**src/rtl/msrv32_pkg.sv**
```systemverilog
// Shared constants for the msrv32 machine-mode trap/return controller.
package msrv32_pkg;

  typedef enum logic [1:0] {
    STATE_RESET       = 2'b00,
    STATE_OPERATING   = 2'b01,
    STATE_TRAP_TAKEN  = 2'b10,
    STATE_TRAP_RETURN = 2'b11
  } state_e;

  localparam logic [1:0] PC_SRC_BOOT = 2'b00;
  localparam logic [1:0] PC_SRC_EPC  = 2'b01;
  localparam logic [1:0] PC_SRC_TRAP = 2'b10;
  localparam logic [1:0] PC_SRC_NEXT = 2'b11;

  localparam logic [3:0] CAUSE_MISALIGNED_INSTR = 4'd0;
  localparam logic [3:0] CAUSE_ILLEGAL_INSTR    = 4'd2;
  localparam logic [3:0] CAUSE_BREAKPOINT       = 4'd3;
  localparam logic [3:0] CAUSE_MISALIGNED_LOAD  = 4'd4;
  localparam logic [3:0] CAUSE_MISALIGNED_STORE = 4'd6;
  localparam logic [3:0] CAUSE_ECALL_M          = 4'd11;
  localparam logic [3:0] CAUSE_M_SW_IRQ         = 4'd3;
  localparam logic [3:0] CAUSE_M_TIMER_IRQ      = 4'd7;
  localparam logic [3:0] CAUSE_M_EXT_IRQ        = 4'd11;

  localparam logic [4:0] OPCODE_SYSTEM = 5'b11100;

endpackage

```
**src/rtl/msrv32_trap_cause_enc.sv**
```systemverilog
// Priority encoder from pending exception/interrupt flags to mcause fields.
// Exceptions always outrank interrupts; irq inputs arrive already enable-masked.
module msrv32_trap_cause_enc
  import msrv32_pkg::*;
(
  input  logic       i_misaligned_instr,
  input  logic       i_illegal,
  input  logic       i_ebreak,
  input  logic       i_misaligned_load,
  input  logic       i_misaligned_store,
  input  logic       i_ecall,
  input  logic       i_e_irq,
  input  logic       i_s_irq,
  input  logic       i_t_irq,
  output logic [3:0] o_cause,
  output logic       o_i_or_e,
  output logic       o_misaligned
);

  always_comb begin
    o_cause      = 4'd0;
    o_i_or_e     = 1'b0;
    o_misaligned = 1'b0;
    if (i_misaligned_instr) begin
      o_cause      = CAUSE_MISALIGNED_INSTR;
      o_misaligned = 1'b1;
    end else if (i_illegal) begin
      o_cause = CAUSE_ILLEGAL_INSTR;
    end else if (i_ebreak) begin
      o_cause = CAUSE_BREAKPOINT;
    end else if (i_misaligned_load) begin
      o_cause      = CAUSE_MISALIGNED_LOAD;
      o_misaligned = 1'b1;
    end else if (i_misaligned_store) begin
      o_cause      = CAUSE_MISALIGNED_STORE;
      o_misaligned = 1'b1;
    end else if (i_ecall) begin
      o_cause = CAUSE_ECALL_M;
    end else if (i_e_irq) begin
      o_cause  = CAUSE_M_EXT_IRQ;
      o_i_or_e = 1'b1;
    end else if (i_s_irq) begin
      o_cause  = CAUSE_M_SW_IRQ;
      o_i_or_e = 1'b1;
    end else if (i_t_irq) begin
      o_cause  = CAUSE_M_TIMER_IRQ;
      o_i_or_e = 1'b1;
    end
  end

endmodule

```
**src/rtl/msrv32_machine_control.sv**
```systemverilog
// M-mode trap entry/return sequencer for the msrv32 core.
//   STATE_RESET       | boot: fetch from boot vector, flush
//   STATE_OPERATING   | normal execution, traps/mret detected here
//   STATE_TRAP_TAKEN  | one cycle: write mcause/mepc, clear MIE, jump to vector
//   STATE_TRAP_RETURN | one cycle: restore MIE, jump to mepc
module msrv32_machine_control
  import msrv32_pkg::*;
(
  input  logic       ms_riscv32_mp_clk_in,
  input  logic       ms_riscv32_mp_rst_in,
  input  logic       illegal_instr_in,
  input  logic       misaligned_load_in,
  input  logic       misaligned_store_in,
  input  logic       misaligned_instr_in,
  input  logic [4:0] opcode_6_to_2_in,
  input  logic [2:0] funct3_in,
  input  logic [6:0] funct7_in,
  input  logic [4:0] rs1_addr_in,
  input  logic [4:0] rs2_addr_in,
  input  logic [4:0] rd_addr_in,
  input  logic       e_irq_in,
  input  logic       t_irq_in,
  input  logic       s_irq_in,
  input  logic       mie_in,
  input  logic       meie_in,
  input  logic       mtie_in,
  input  logic       msie_in,
  output logic       trap_taken_out,
  output logic [1:0] pc_src_out,
  output logic       flush_out,
  output logic       set_cause_out,
  output logic [3:0] cause_out,
  output logic       i_or_e_out,
  output logic       set_epc_out,
  output logic       misaligned_exception_out,
  output logic       mie_clear_out,
  output logic       mie_set_out,
  output logic       instret_inc_out
);

  state_e     r_state, w_state_nxt;
  logic [3:0] r_cause;
  logic       r_i_or_e, r_misaligned;

  logic       w_sys_base, w_ecall, w_ebreak, w_mret;
  logic       w_e_irq, w_s_irq, w_t_irq;
  logic       w_exception, w_interrupt;
  logic [3:0] w_cause;
  logic       w_i_or_e, w_misaligned;

  assign w_sys_base = (opcode_6_to_2_in == OPCODE_SYSTEM) && (funct3_in == 3'b000)
                      && (rs1_addr_in == 5'd0) && (rd_addr_in == 5'd0);
  assign w_ecall  = w_sys_base && (funct7_in == 7'd0)        && (rs2_addr_in == 5'd0);
  assign w_ebreak = w_sys_base && (funct7_in == 7'd0)        && (rs2_addr_in == 5'd1);
  assign w_mret   = w_sys_base && (funct7_in == 7'b0011000)  && (rs2_addr_in == 5'd2);

  assign w_e_irq = mie_in & e_irq_in & meie_in;
  assign w_s_irq = mie_in & s_irq_in & msie_in;
  assign w_t_irq = mie_in & t_irq_in & mtie_in;

  assign w_exception = illegal_instr_in | misaligned_instr_in | misaligned_load_in
                       | misaligned_store_in | w_ecall | w_ebreak;
  assign w_interrupt = w_e_irq | w_s_irq | w_t_irq;

  // Gated by OPERATING so irq levels are ignored during the one-cycle states.
  assign trap_taken_out = (r_state == STATE_OPERATING) & (w_exception | w_interrupt);

  msrv32_trap_cause_enc u_cause_enc (
    .i_misaligned_instr (misaligned_instr_in),
    .i_illegal          (illegal_instr_in),
    .i_ebreak           (w_ebreak),
    .i_misaligned_load  (misaligned_load_in),
    .i_misaligned_store (misaligned_store_in),
    .i_ecall            (w_ecall),
    .i_e_irq            (w_e_irq),
    .i_s_irq            (w_s_irq),
    .i_t_irq            (w_t_irq),
    .o_cause            (w_cause),
    .o_i_or_e           (w_i_or_e),
    .o_misaligned       (w_misaligned)
  );

  always_ff @(posedge ms_riscv32_mp_clk_in) begin
    if (ms_riscv32_mp_rst_in) begin
      r_state      <= STATE_RESET;
      r_cause      <= 4'd0;
      r_i_or_e     <= 1'b0;
      r_misaligned <= 1'b0;
    end else begin
      r_state <= w_state_nxt;
      if (trap_taken_out) begin
        r_cause      <= w_cause;
        r_i_or_e     <= w_i_or_e;
        r_misaligned <= w_misaligned;
      end
    end
  end

  always_comb begin
    w_state_nxt     = r_state;
    pc_src_out      = PC_SRC_NEXT;
    flush_out       = 1'b0;
    set_cause_out   = 1'b0;
    set_epc_out     = 1'b0;
    mie_clear_out   = 1'b0;
    mie_set_out     = 1'b0;
    instret_inc_out = 1'b0;
    case (r_state)
      STATE_RESET: begin
        w_state_nxt = STATE_OPERATING;
        pc_src_out  = PC_SRC_BOOT;
        flush_out   = 1'b1;
      end
      STATE_OPERATING: begin
        instret_inc_out = ~trap_taken_out;
        if (trap_taken_out)
          w_state_nxt = STATE_TRAP_TAKEN;
        else if (w_mret)
          w_state_nxt = STATE_TRAP_RETURN;
      end
      STATE_TRAP_TAKEN: begin
        w_state_nxt   = STATE_OPERATING;
        pc_src_out    = PC_SRC_TRAP;
        flush_out     = 1'b1;
        set_cause_out = 1'b1;
        set_epc_out   = 1'b1;
        mie_clear_out = 1'b1;
      end
      STATE_TRAP_RETURN: begin
        w_state_nxt = STATE_OPERATING;
        pc_src_out  = PC_SRC_EPC;
        flush_out   = 1'b1;
        mie_set_out = 1'b1;
      end
      default: w_state_nxt = STATE_RESET;
    endcase
  end

  assign cause_out                = r_cause;
  assign i_or_e_out               = r_i_or_e;
  assign misaligned_exception_out = r_misaligned;

endmodule

```
**config.mk**
```make
export PLATFORM = sky130hd
export DESIGN_NAME = msrv32_machine_control
export DESIGN_NICKNAME = d
export VERILOG_FILES = /design/src/rtl/msrv32_pkg.sv /design/src/rtl/msrv32_trap_cause_enc.sv /design/src/rtl/msrv32_machine_control.sv
export SDC_FILE = /design/constraint.sdc
export NUM_CORES = 1
export LEC_CHECK = 0
export ABC_AREA = 1
export CORE_MARGIN = 2
export CORE_UTILIZATION = 36
export CTS_BUF_LIST = sky130_fd_sc_hd__clkbuf_2
export CTS_CLUSTER_SIZE = 25
export DETAILED_ROUTE_END_ITERATION = 8
export HOLD_SLACK_MARGIN = 0.03
export PLACE_DENSITY = 0.93
export SLEW_MARGIN = 20
export SYNTH_ARGS = -nofsm -noshare
export SYNTH_HDL_FRONTEND = slang
export SYNTH_SLANG_ARGS = --single-unit
```
**constraint.sdc**
```tcl
create_clock -name ms_riscv32_mp_clk_in -period 2.9 [get_ports ms_riscv32_mp_clk_in]
set_input_delay 0.87 -clock ms_riscv32_mp_clk_in [delete_from_list [all_inputs] [get_ports ms_riscv32_mp_clk_in]]
set_output_delay 0.87 -clock ms_riscv32_mp_clk_in [all_outputs]
set_load 0.02 [all_outputs]
```
# After elaboration in Yosys (flattened, before gate mapping)
# Index checks and enable logic that the tools add are counted.
# W data, S select, Z words.
[classes]
eq_ne = 8
n_mux = 31
bitwise_logic = 16
reduce_logical = 15
[ops]
columns = ["operator", "count"]
rows = [
  ["$mux W4", 8],
  ["$mux W1", 18],
  ["$logic_not A5 Y1", 3],
  ["$logic_and A1 B1 Y1", 8],
  ["$or A1 B1 Y1", 8],
  ["$and A1 B1 Y1", 7],
  ["$eq A7 B5 Y1 const B", 1],
  ["$logic_not A7 Y1", 1],
  ["$pmux W2 S3", 1],
  ["$eq A5 B1 Y1 const B", 1],
  ["$eq A5 B2 Y1 const B", 1],
  ["$eq A5 B5 Y1 const B", 1],
  ["$eq A2 B2 Y1 const B", 2],
  ["$mux W2", 2],
  ["$pmux W2 S2", 1],
  ["$logic_not A3 Y1", 1],
  ["$mux W3", 1],
  ["$ne A3 B3 Y1 const B", 1],
  ["$reduce_or A3 Y1", 1],
  ["$eq A2 B1 Y1 const B", 1],
  ["$logic_not A2 Y1", 1],
  ["$not A1 Y1", 1],
]
[word_totals]
reg_bits = 8
output_inout_bits = 15
word_cells = 74

# Depth between registers and ports, before layout
# Gate-level depths: netlist of run 1.
[logic_depth]
depth_word = 12
mapped_depth = 13

# Modules after synthesis
# A second synthesis of run 1 with hierarchy kept.
[unflattened]
cells_unflattened = 130
area_unflattened_um2 = 767.0
[by_module_without_submodules]
columns = ["module", "instances", "cells_per_inst", "area_each_um2", "seq_area_each_um2"]
rows = [
  ["msrv32_machine_control", 1, 108, 660.6, 160.2],
  ["msrv32_trap_cause_enc", 1, 22, 106.4, 0.0],
]

# Least setup slack after synthesis of run 1
# OpenSTA, ideal clock, no wires.
[synth_path]
path_type = "input to output"
startpoint = "in misaligned_store_in"
endpoint = "out instret_inc_out"
arrival_time_ps = 1779
path_slack_ps = 251
stages = 7
n_path_buf = 0
path_cell_list = "nor2_1 -> inv_1 -> nor2_2 -> inv_1 -> nor2_1 -> nand2_2 -> nor2_1"
[synth_between]
elab_chain_cells = 7
[synth_lines]
columns = ["item", "line_no", "source"]
rows = [
  ["from (decl)", "msrv32_machine_control.sv:13", "input logic misaligned_store_in,"],
  ["$or A1 B1 Y1 (3 in series)", "msrv32_machine_control.sv:62", "| misaligned_store_in | w_ecall | w_ebreak;"],
  ["$or A1 B1 Y1", "msrv32_machine_control.sv:66", "assign trap_taken_out = (r_state == STATE_OPERATING) & (w_exception | w_interrupt);"],
  ["$and A1 B1 Y1", "msrv32_machine_control.sv:66", ""],
  ["$not A1 Y1", "msrv32_machine_control.sv:115", "instret_inc_out = ~trap_taken_out;"],
  ["$mux W1", "msrv32_machine_control.sv:108", "case (r_state)"],
  ["to (decl)", "msrv32_machine_control.sv:38", "output logic instret_inc_out"],
]
# No other way between the ends.

# Final worst setup path of run 1
[layout_path]
startpoint = "in misaligned_store_in"
endpoint = "reg r_i_or_e, in the netlist i_or_e_out"
[layout_between]
elab_chain_cells = 5
word_cells_on_any_way = 10
[layout_lines]
columns = ["item", "line_no", "source"]
rows = [
  ["$mux W1 / $or A1 B1 Y1 (equally long branches)", "msrv32_trap_cause_enc.sv:34, msrv32_machine_control.sv:62", ""],
  ["$mux W1 / $or A1 B1 Y1 (equally long branches)", "msrv32_trap_cause_enc.sv:31, msrv32_machine_control.sv:62", ""],
  ["$mux W1 / $or A1 B1 Y1 (equally long branches)", "msrv32_trap_cause_enc.sv:29, msrv32_machine_control.sv:62", ""],
  ["$mux W1 / $or A1 B1 Y1 (equally long branches)", "msrv32_trap_cause_enc.sv:27, msrv32_machine_control.sv:66", ""],
  ["$mux W1 / $and A1 B1 Y1 (equally long branches)", "msrv32_trap_cause_enc.sv:24, msrv32_machine_control.sv:66", ""],
  ["to (signal assigned)", "msrv32_machine_control.sv:93", "r_i_or_e <= w_i_or_e;"],
  ["to (decl)", "msrv32_machine_control.sv:43", "logic r_i_or_e, r_misaligned;"],
]
# Several ways; a longest one is shown, not always the timed one.
# A chain may end at the register's enable or synchronous reset.

==> results of run 1 <==
## stage by stage
step / power [mW] / utilization, % / instance area [µm²] / setup WS, ns / hold WS [ns]
floorplan: 0.200 / - / 823 / 0.251 / 0.483
global placement: 0.300 / 69.0 / 1510 / -0.633 / 0.441
detailed placement: 0.307 / 69.0 / 1510 / -0.698 / 0.444
CTS: 0.388 / 80.1 / 1750 / 0.00980 / 0.457
global route: 0.438 / 83.7 / 1830 / -0.0947 / 0.499
finish: 0.420 / 83.7 / 1830 / -0.0615 / 0.459
## layout make-up
cell class              instances  area share [%]
well taps                      28            1.91
clock buffers                   3           0.819
repair buffers                103            45.7
multi-input cells              99            37.6
inverters                      25            5.25
flip-flops and latches          8            8.73
## power groups by stage
| stage | registers (mW) | logic [mW] | clock network [mW] |
|---|---|---|---|
| 6_report | 0.121 | 0.227 | 0.0714 |
| 5_1_grt | 0.122 | 0.238 | 0.0777 |
| 4_1_cts | 0.121 | 0.198 | 0.0692 |
| 3_5_place_dp | 0.123 | 0.184 | 0 |
| 3_3_place_gp | 0.122 | 0.178 | 0 |
| 2_1_floorplan | 0.127 | 0.0729 | 0 |
## what timing repair did
| action | in CTS | in global routing |
|---|---|---|
| setup buffers | 28 | 5 |
| endpoints found under the setup margin | 2 | 5 |
| pin swaps | 39 | 40 |
| gates resized for setup | 93 | 64 |
## cell usage after synthesis, types with 2 or more instances
library cell and instances:
sky130_fd_sc_hd__nor2_1 28, sky130_fd_sc_hd__nand2_1 24, sky130_fd_sc_hd__inv_1 22, sky130_fd_sc_hd__dfxtp_1 8, sky130_fd_sc_hd__nand3_1 8, sky130_fd_sc_hd__nand4_1 7, sky130_fd_sc_hd__nor2_4 4, sky130_fd_sc_hd__a21oi_1 3
sky130_fd_sc_hd__ha_1 3, sky130_fd_sc_hd__inv_2 3, sky130_fd_sc_hd__nand2_2 3, sky130_fd_sc_hd__nor2_2 3, sky130_fd_sc_hd__o21ai_1 3, sky130_fd_sc_hd__buf_4 2
## critical path, delay by kind of cell
family                 cells  cell delay (ns)
buffers and inverters     12             1.58
and+or+nand+nor            5             0.70
## worst min-delay path by stage
stage / end / slack, ns / start / cells past startpoint
after floorplan: r_state[1] / 0.48 / r_state[1] / 2
after global placement: cause_out[2] / 0.44 / cause_out[2] / 2
after detailed placement: i_or_e_out / 0.44 / i_or_e_out / 2
after CTS: i_or_e_out / 0.46 / i_or_e_out / 2
after global routing: cause_out[2] / 0.50 / cause_out[2] / 2
final: i_or_e_out / 0.46 / i_or_e_out / 2
## flip-flops by register name, indices dropped and copies added, names as in the netlist
| signal | cells |
|---|---|
| cause_out | 4 |
| r_state | 2 |
| i_or_e_out | 1 |
| misaligned_exception_out | 1 |
## per-layer routing
metal  wire length [µm]  vias up
met5                  0        -
met4                303        0
met3                392       38
met2               2400      117
met1               1560      668
li1                   -      631
## cells by family (layout without fill, tap and decap cells)
group           count (synthesis)  after routing  share of synthesized area [%]
fa+ha+maj                       3              3                           4.56
compound gates                  7              7                           4.41
buf+inv                        27            131                           13.2
flops                           8              8                           19.5
simple gates                   89             89                           58.4
==> impl_summary.log, run 1 <==
[metrics] capturing element of the worst setup path: i_or_e_out
[metrics] floorplan die area: 2690 µm²
[metrics] maximum fanout along the worst path: 2
[metrics] Async SR Flop Fraction: 0%
[metrics] required time at the worst-slack endpoint: 3.09 ns
[metrics] wire length of the first global-routing pass: about 6200 µm
[metrics] IO Port Bufs: 57
[metrics] count of pins over their slew limit: 0
[metrics] time the worst path needs with I/O delays and setup: 2.96 ns
[metrics] DRT iter0 DRCs: 60
[metrics] synthesized net count: 180
[metrics] clock slew at the register clock pins of the worst setup and hold paths: 0.07 ns
[metrics] maximum ir drop on the vdd rail: 0.261 mV
[metrics] H-Tree Depth: 1
[metrics] Filler cells: 126
[metrics] total number of clock tree sinks: 8
[metrics] antenna diode count: 0
[metrics] net switching power of the design: 0.164 mW
[metrics] Congestion Overflow GR: 0
[metrics] HPWL after DPL: 2190 µm
[metrics] detailed-router iteration count before antenna repair: 4
[metrics] overall via count from detail_route: 1454
[metrics] result of the run: finished, violations left
[metrics] final-report hold violation count: 0
[metrics] number of antenna violations at the first check in global routing: 0
[metrics] Post-Synthesis Cell Area: 823 µm²
[metrics] TritonCTS clock tree: yes
[metrics] post-detailed-route wirelength per cell: 17.5 µm
[metrics] Slew @ Worst Pin: approximately 0.30 ns
[metrics] sequential fraction of the synthesis area: 19.5%
[metrics] vias in the first global route: between 1000 and 1500
[metrics] Die X-Extent: roughly 52 µm
[metrics] row count: 17
[metrics] failing checks: negative setup slack
[metrics] antenna violation net count after detailed routing: 0
[metrics] placeable core area: 2190 µm²
[metrics] category of the most critical setup path: in2reg
[metrics] critical path startpoint category: input pin
[metrics] initial core utilization: 37.6%
[metrics] Logic pwr share: a little over half
[metrics] source-to-sink clock delay at the later pin of the worst-skew pair: 0.26 ns
[metrics] Relative slew margins: 79.9%
[metrics] number of flops mapped to enable cells by yosys: 0
[metrics] DP Cell Count: 230
[metrics] multi-input gate area in the final layout: around 690 µm²
[metrics] critical register-to-register path startpoint: r_state[1]
[metrics] Placer Congestion: 0.743
[metrics] worst-path cell with the longest stage delay: sky130_fd_sc_hd__dlygate4sd2_1
[metrics] library cell with the largest summed area after synthesis: sky130_fd_sc_hd__dfxtp_1
[metrics] via-per-instance ratio: 5.47
[metrics] power density over the cells: 229 nW/µm²
[metrics] GR peak layer: met2
[metrics] count of placed standard cells in the final layout, fillers left out: between 200 and 300
[metrics] Longest Clk Path Bufs: 2
[metrics] flops & latches, synth: 8
[metrics] startpoint of the most critical setup path: misaligned_store_in
[metrics] largest net degree at the start of global routing: 9
[metrics] end of the worst register-to-register path: misaligned_exception_out
[metrics] number of setup violations in the final report: 1
[metrics] switching power share of the total: 39.0%
[metrics] Final Routed Wirelength: 4660 µm
[metrics] Post-route DRC: 0
[metrics] max frequency: 338 MHz
[metrics] Max-Cap Viols: 0
[metrics] total number of nets in the final design: 286
[metrics] GRT met2 Usage: a little over three fifths
[metrics] design internal power: 0.256 mW
[metrics] die extent in y: slightly above 50 µm
[metrics] CP endpoint kind: flop
[metrics] worst reg-to-reg path cell count: 9
[metrics] largest stage delay on the critical path: between 0.2 and 0.3 ns
[metrics] top-area cell type share of the netlist area: 19.5%
[metrics] number of instances in the synthesized netlist: about 130
[metrics] period utilisation layout: 102%
[metrics] number of distinct library cells after synthesis: 27
[metrics] sequential power share: 28.9%
[metrics] TNS Setup: -0.0615 ns
[metrics] data arrival time of the critical path: about 3.2 ns
[metrics] r2r setup slk: 1.23 ns
[metrics] GRT Resource Usage Total: 30.8%
[metrics] GRT met1 Usage: roughly 29%
[metrics] synthesis-to-layout area growth: 123%
[metrics] sequence of cells on the critical path: dlygate4sd2_1, nor2_2, inv_2, buf_4, buf_4, buf_4, buf_4, buf_4, buf_4, buf_4, buf_4, buf_4, buf_4, nor2_2, and3_2, nand4_1, nand2_1
[metrics] top cells by area in the synthesized netlist: sky130_fd_sc_hd__dfxtp_1 (19%), sky130_fd_sc_hd__nor2_1 (13%), sky130_fd_sc_hd__nand2_1 (11%)
[metrics] fraction of layout cells with a size suffix above 1: between 50% and 60%
[metrics] cell mode on critical path: sky130_fd_sc_hd__buf_4
[metrics] count of yosys warnings during synthesis: 0
[metrics] post-synthesis average cell area: just over 6 µm²
[metrics] Clock Skew: 0.0119 ns
[metrics] I/O pin count: between 50 and 60
[metrics] final worst-path setup slack: -0.0615 ns
[metrics] most common cell after layout, fill and taps aside: sky130_fd_sc_hd__buf_4
[metrics] most common flop cell mapped by yosys: sky130_fd_sc_hd__dfxtp_1
[metrics] clock root cell: sky130_fd_sc_hd__clkbuf_2
[metrics] Clock Power Share: approximately 17%
[metrics] met3 layer usage reported by global route: 6.90%
[metrics] highest-count cells in the layout ignoring fill and taps: sky130_fd_sc_hd__buf_4 (44), sky130_fd_sc_hd__nand2_1 (21), sky130_fd_sc_hd__clkbuf_2 (18)
[metrics] quantity of hold-fixing buffers added after cts: 0
[metrics] Leak: 0.960 nW
[metrics] total clock buffers created by CTS: 3
[metrics] Worst Hold Class: reg2reg
[metrics] FF+latch area: 160 µm²
No activity file was read; power rests on OpenSTA's default activity.
==> run 2: changes to the inputs <==
--- a/config.mk
+++ b/config.mk
@@ -13,6 +13,7 @@
 export DETAILED_ROUTE_END_ITERATION = 8
 export HOLD_SLACK_MARGIN = 0.03
 export PLACE_DENSITY = 0.93
+export REMOVE_ABC_BUFFERS = 1
 export SLEW_MARGIN = 20
 export SYNTH_ARGS = -nofsm -noshare
 export SYNTH_HDL_FRONTEND = slang
==> impl_summary.log, run 2 (same netlist as run 1, synthesis figures left out) <==
[metrics] GR peak layer: met2
[metrics] Leak: 0.803 nW (-16%)
[metrics] detailed-router iteration count before antenna repair: 4 (unchanged)
[metrics] TritonCTS clock tree: yes
[metrics] overall via count from detail_route: 1172 (-19%)
[metrics] IO Port Bufs: 57 (unchanged)
[metrics] clock root cell: sky130_fd_sc_hd__clkbuf_2
[metrics] placed instance area: 1510 µm² (unchanged)
[metrics] power density over the cells: 236 nW/µm² (+3.0%)
[metrics] total number of clock tree sinks: 8 (unchanged)
[metrics] row count: 17 (unchanged)
[metrics] clock slew at the register clock pins of the worst setup and hold paths: 0.07 ns (about the same)
[metrics] number of setup violations in the final report: 0 (-1)
[metrics] number of antenna violations at the first check in global routing: 0 (unchanged)
[metrics] Finished Core Util: 73.3% (-10 points)
[metrics] Longest Clk Path Bufs: 2 (unchanged)
[metrics] maximum fanout along the worst path: 2 (unchanged)
[metrics] via-per-instance ratio: 4.88 (-11%)
[metrics] post-detailed-route wirelength per cell: 13.0 µm (-25%)
[metrics] final-layout worst hold slack: 0.457 ns (-0.00252 ns)
[metrics] H-Tree Depth: 1 (unchanged)
[metrics] multi-input gate area in the final layout: 673 µm² (-2.4%)
[metrics] fraction of layout cells with a size suffix above 1: 43.9% (-9.1 points)
[metrics] antenna diode count: 0 (unchanged)
[metrics] Filler cells: 161 (+28%)
[metrics] Congestion Overflow GR: 0 (unchanged)
[metrics] max frequency: 350 MHz (+3.6%)
[metrics] period utilisation layout: 98.5% (-3.6 points)
[metrics] synthesis-to-layout area growth: 95.1%
[metrics] result of the run: complete, no violations
[metrics] HPWL after DPL: 2320 µm (+6.0%)
[metrics] highest-count cells in the layout ignoring fill and taps: sky130_fd_sc_hd__nand2_1 (21), sky130_fd_sc_hd__buf_4 (20), sky130_fd_sc_hd__nor2_1 (16), sky130_fd_sc_hd__clkdlybuf4s50_1 (16), sky130_fd_sc_hd__inv_1 (15)
[metrics] Slew @ Worst Pin: 0.293 ns (-0.00587 ns)
[metrics] final-report hold violation count: 0 (unchanged)
[metrics] largest net degree at the start of global routing: 9 (unchanged)
[metrics] met3 layer usage reported by global route: 5.75% (-1.1 points)
[metrics] DRT iter0 DRCs: 25 (-58%)
[metrics] Worst Hold Class: reg2reg
[metrics] time the worst path needs with I/O delays and setup: 2.86 ns (-0.104 ns)
[metrics] wire length of the first global-routing pass: 4840 µm (-22%)
[metrics] Placer Congestion: 0.787 (+6.0%)
[metrics] Post-route DRC: 0 (unchanged)
[metrics] Relative slew margins: 80.3% (+0.40 points)
[metrics] initial core utilization: 37.6% (unchanged)
[metrics] floorplan die area: 2690 µm² (unchanged)
[metrics] total clock buffers created by CTS: 3 (unchanged)
[metrics] I/O pin count: 58 (unchanged)
[metrics] quantity of hold-fixing buffers added after cts: 0 (unchanged)
[metrics] source-to-sink clock delay at the later pin of the worst-skew pair: 0.24 ns (-0.02 ns)
[metrics] hold path depth: 2 (unchanged)
[metrics] total number of nets in the final design: 260 (-9.1%)
[metrics] Max-Cap Viols: 0 (unchanged)
[metrics] die extent in y: 51.8 µm (unchanged)
[metrics] vias in the first global route: 1225 (-13%)
[metrics] category of the most critical setup path: in2out
[metrics] worst reg-to-reg path cell count: 7 (-2)
[metrics] Final Routed Wirelength: 3130 µm (-33%)
[metrics] GRT Resource Usage Total: 23.5% (-7.3 points)
[metrics] CP endpoint kind: primary output
[metrics] antenna violation net count after detailed routing: 0 (unchanged)
[metrics] maximum ir drop on the vdd rail: 0.282 mV (+8.1%)
[metrics] FF+latch area: 160 µm² (unchanged)
[metrics] placeable core area: 2190 µm² (unchanged)
[metrics] Die X-Extent: 51.8 µm (unchanged)
[metrics] critical path startpoint category: input pin
[metrics] required time at the worst-slack endpoint: 2.03 ns (-1.06 ns)
[metrics] Clock Skew: 0.00512 ns (-0.00682 ns)
[metrics] data arrival time of the critical path: 1.99 ns (-1.16 ns)
[metrics] GRT met2 Usage: 48.3% (-15 points)
[metrics] GRT met1 Usage: 22.8% (-6.2 points)
[metrics] most common cell after layout, fill and taps aside: sky130_fd_sc_hd__nand2_1
[metrics] count of pins over their slew limit: 0 (unchanged)
[metrics] post-layout instance area: 1610 µm² (-12%)
[metrics] number of flip-flops under the largest register name: 4 (unchanged)
[metrics] TNS Setup: 0 ns (+0.0615 ns)
==> run 2: area by class of cell <==
cell class	count	share of cell area, %
multi-input combinational	99	41.9
clock buffer	3	0.935
timing repair buffer	77	39.0
tap	28	2.18
inverter	25	6.00
sequential	8	9.97
==> run 2: what timing repair did <==
item                                    4_1_cts  5_1_grt
buffers inserted                              6        2
resized for setup                           102       34
pin swaps                                    37       27
endpoints found under the setup margin        2        2
==> run 2: worst max-delay path, stage by stage <==
cell                            delay (ns)
sky130_fd_sc_hd__dlygate4sd2_1        0.26
sky130_fd_sc_hd__nor2_2               0.15
sky130_fd_sc_hd__inv_2                0.07
sky130_fd_sc_hd__nor2_4               0.11
sky130_fd_sc_hd__inv_1                0.06
sky130_fd_sc_hd__nor2_2               0.15
sky130_fd_sc_hd__nand2_4              0.08
sky130_fd_sc_hd__nor2_4               0.10
sky130_fd_sc_hd__buf_6                0.13
==> run 2: power breakdown <==
part	switching [mW]	total (mW)	leakage (nW)	internal (mW)
Clock	0.0388	0.0670	0.0125	0.0282
Combinational	0.0991	0.191	0.725	0.0918
Sequential	0.00423	0.121	0.0655	0.116
==> run 2: routing by layer <==
metal	vias up	part of all wire, %
li1	579	-
met1	549	36
met2	42	58
met3	2	4.8
met4	0	0.45
met5	-	0
==> run 2: final timing paths <==
check	end	start	slack, ns
setup reg to reg	r_state[0]	r_state[1]	1.41
hold reg to reg	cause_out[3]	cause_out[3]	0.46
hold / removal	cause_out[3]	cause_out[3]	0.46
setup / recovery	instret_inc_out	misaligned_load_in	0.04
==> run 2: metrics by stage <==
step	setup slack, ns	instances	power [mW]
after global routing	-0.0179	240	0.404
after CTS	0.00253	238	0.375
after global placement	-0.632	230	0.300
after detailed placement	-0.707	230	0.309
after floorplan	0.251	132	0.198
final	0.0422	240	0.379
==> run 3: changes to the inputs <==
--- a/config.mk
+++ b/config.mk
@@ -14,7 +14,7 @@
 export HOLD_SLACK_MARGIN = 0.03
 export PLACE_DENSITY = 0.93
 export REMOVE_ABC_BUFFERS = 1
-export SLEW_MARGIN = 20
+export SKIP_CTS_REPAIR_TIMING = 1
 export SYNTH_ARGS = -nofsm -noshare
 export SYNTH_HDL_FRONTEND = slang
 export SYNTH_SLANG_ARGS = --single-unit
==> constraint.sdc (replaced) <==
create_clock -name ms_riscv32_mp_clk_in -period 2.9 [get_ports ms_riscv32_mp_clk_in]
set_input_delay 0.58 -clock ms_riscv32_mp_clk_in [delete_from_list [all_inputs] [get_ports ms_riscv32_mp_clk_in]]
set_output_delay 0.58 -clock ms_riscv32_mp_clk_in [all_outputs]
set_load 0.02 [all_outputs]
==> impl_summary.log, run 3 (same netlist as run 1, synthesis figures left out) <==
[metrics] GRT Resource Usage Total: 21.4% (-2.1 points)
[metrics] highest-count cells in the layout ignoring fill and taps: sky130_fd_sc_hd__clkdlybuf4s50_1 (55), sky130_fd_sc_hd__nor2_1 (27), sky130_fd_sc_hd__nand2_1 (24)
[metrics] vias in the first global route: 1193 (-2.6%)
[metrics] initial core utilization: 37.6% (unchanged)
[metrics] most common cell after layout, fill and taps aside: sky130_fd_sc_hd__clkdlybuf4s50_1
[metrics] total power of the final layout: 0.370 mW (-2.3%)
[metrics] Clock Power Share: 18.4% (+0.7 points)
[metrics] post-detailed-route wirelength per cell: 10.8 µm (-18%)
[metrics] post-layout instance area: 1500 µm² (-6.4%)
[metrics] number of antenna violations at the first check in global routing: 0 (unchanged)
[metrics] max frequency: 377 MHz (+7.9%)
[metrics] total clock buffers created by CTS: 3 (unchanged)
[metrics] result of the run: complete, no violations
[metrics] source-to-sink clock delay at the later pin of the worst-skew pair: 0.24 ns (about the same)
[metrics] antenna diode count: 0 (unchanged)
[metrics] Post-route DRC: 0 (unchanged)
[metrics] Logic pwr share: 49.1% (-1.3 points)
[metrics] placed instance area: 1480 µm² (-2.0%)
[metrics] power density over the cells: 246 nW/µm² (+4.3%)
[metrics] Die X-Extent: 51.8 µm (unchanged)
[metrics] data arrival time of the critical path: 2.07 ns (+0.08 ns)
[metrics] hold path startpoint: cause_out[3]
[metrics] placeable core area: 2190 µm² (unchanged)
[metrics] Congestion Overflow GR: 0 (unchanged)
[metrics] total number of clock tree sinks: 8 (unchanged)
[metrics] final-report hold violation count: 0 (unchanged)
[metrics] maximum ir drop on the vdd rail: 0.246 mV (-13%)
[metrics] Final Routed Wirelength: 2460 µm (-21%)
[metrics] Leak: 0.704 nW (-12%)
[metrics] Longest Clk Path Bufs: 2 (unchanged)
[metrics] wire length of the first global-routing pass: 4460 µm (-7.7%)
[metrics] fraction of layout cells with a size suffix above 1: 16.9% (-27 points)
[metrics] switching power share of the total: 33.4% (-4.1 points)
[metrics] critical path startpoint category: input pin
[metrics] count of pins over their slew limit: 0 (unchanged)
[metrics] IO Port Bufs: 57 (unchanged)
[metrics] DRT iter0 DRCs: 14 (-44%)
[metrics] number of setup violations in the final report: 0 (unchanged)
[metrics] maximum fanout along the worst path: 3 (+1)
[metrics] net switching power of the design: 0.124 mW (-13%)
[metrics] period utilisation layout: 91.3% (-7.2 points)
[metrics] number of flip-flops under the largest register name: 4 (unchanged)
[metrics] category of the most critical setup path: in2out
[metrics] Clock Skew: 0.00191 ns (-0.00321 ns)
[metrics] Relative slew margins: 83.1% (+2.8 points)
[metrics] CP endpoint kind: primary output
[metrics] largest net degree at the start of global routing: 9 (unchanged)
[metrics] required time at the worst-slack endpoint: 2.32 ns (+0.29 ns)
[metrics] detailed-router iteration count before antenna repair: 4 (unchanged)
[metrics] HPWL after DPL: 2190 µm (-5.7%)
[metrics] H-Tree Depth: 1 (unchanged)
[metrics] antenna violation net count after detailed routing: 0 (unchanged)
[metrics] TritonCTS clock tree: yes
[metrics] total number of nets in the final design: 249 (-4.2%)
[metrics] I/O pin count: 58 (unchanged)
[metrics] clock slew at the register clock pins of the worst setup and hold paths: 0.08 ns (about the same)
[metrics] floorplan die area: 2690 µm² (unchanged)
[metrics] startpoint of the most critical setup path: rs1_addr_in[4]
[metrics] time the worst path needs with I/O delays and setup: 2.65 ns (-0.209 ns)
[metrics] design internal power: 0.246 mW (+4.1%)
[metrics] overall via count from detail_route: 1077 (-8.1%)
[metrics] Slew @ Worst Pin: 0.251 ns (-0.0422 ns)
[metrics] synthesis-to-layout area growth: 82.7%
[metrics] Placer Congestion: 0.774 (-1.7%)
[metrics] clock root cell: sky130_fd_sc_hd__clkbuf_2
[metrics] row count: 17 (unchanged)
[metrics] RSZ-0062 raised after global routing: no
[metrics] via-per-instance ratio: 4.70 (-3.7%)
[metrics] Worst Hold Class: reg2reg
[metrics] Max-Cap Viols: 0 (unchanged)
[metrics] sequential power share: 32.5% (+0.7 points)
[metrics] critical register-to-register path startpoint: r_state[1]
[metrics] die extent in y: 51.8 µm (unchanged)
[run 3: worst paths after layout]
check,cells past startpoint,slack [ns],end
hold / removal,2,0.45,cause_out[3]
setup reg to reg,7,1.46,r_state[0]
setup / recovery,12,0.25,instret_inc_out
hold reg to reg,2,0.45,cause_out[3]
[run 3: critical path, stage by stage]
cell,delay [ns]
sky130_fd_sc_hd__clkdlybuf4s50_1,0.43
sky130_fd_sc_hd__nor2_1,0.12
sky130_fd_sc_hd__nand2_1,0.07
sky130_fd_sc_hd__nor2_2,0.11
sky130_fd_sc_hd__nand2_2,0.06
sky130_fd_sc_hd__nor2_4,0.13
sky130_fd_sc_hd__nand3_4,0.10
sky130_fd_sc_hd__nand2_4,0.09
sky130_fd_sc_hd__inv_2,0.04
sky130_fd_sc_hd__nand2_2,0.06
sky130_fd_sc_hd__nor2_1,0.06
sky130_fd_sc_hd__dlymetal6s2s_1,0.22
[run 3: layer usage]
metal  global-route usage, %  vias to the layer above  part of all wire [%]
li1                        -                      552                     -
met5                       0                        -                     0
met2                    42.4                       38                    57
met3                    5.17                        2                   5.7
met4                    7.02                        0                  0.41
met1                    21.2                      485                    37
[run 3: area by class of cell]
type	instances	area (µm²)
Multi-Input combinational cell	99	557
Clock buffer	3	15.0
Timing Repair Buffer	66	643
Sequential cell	8	160
Inverter	25	93.8
Tap cell	28	35.0
Fill cell	183	687
[run 3: power groups by stage]
stage / clock network, mW / logic, mW / registers, mW
2_1_floorplan: 0 / 0.0708 / 0.127
3_3_place_gp: 0 / 0.175 / 0.123
5_1_grt: 0.0799 / 0.197 / 0.121
3_5_place_dp: 0 / 0.181 / 0.123
6_report: 0.0681 / 0.181 / 0.120
4_1_cts: 0.0696 / 0.182 / 0.120
[run 3: through the flow]
stage	TNS [ns]	setup slack (ns)	cells	utilization (%)	hold WS, ns
2_1_floorplan	0	0.831	132	-	0.483
3_3_place_gp	-0.0567	-0.0526	226	67.6	0.442
3_5_place_dp	-0.205	-0.113	226	67.6	0.445
4_1_cts	-0.211	-0.115	229	68.3	0.457
5_1_grt	0	0.120	229	68.6	0.494
6_report	0	0.251	229	68.6	0.452
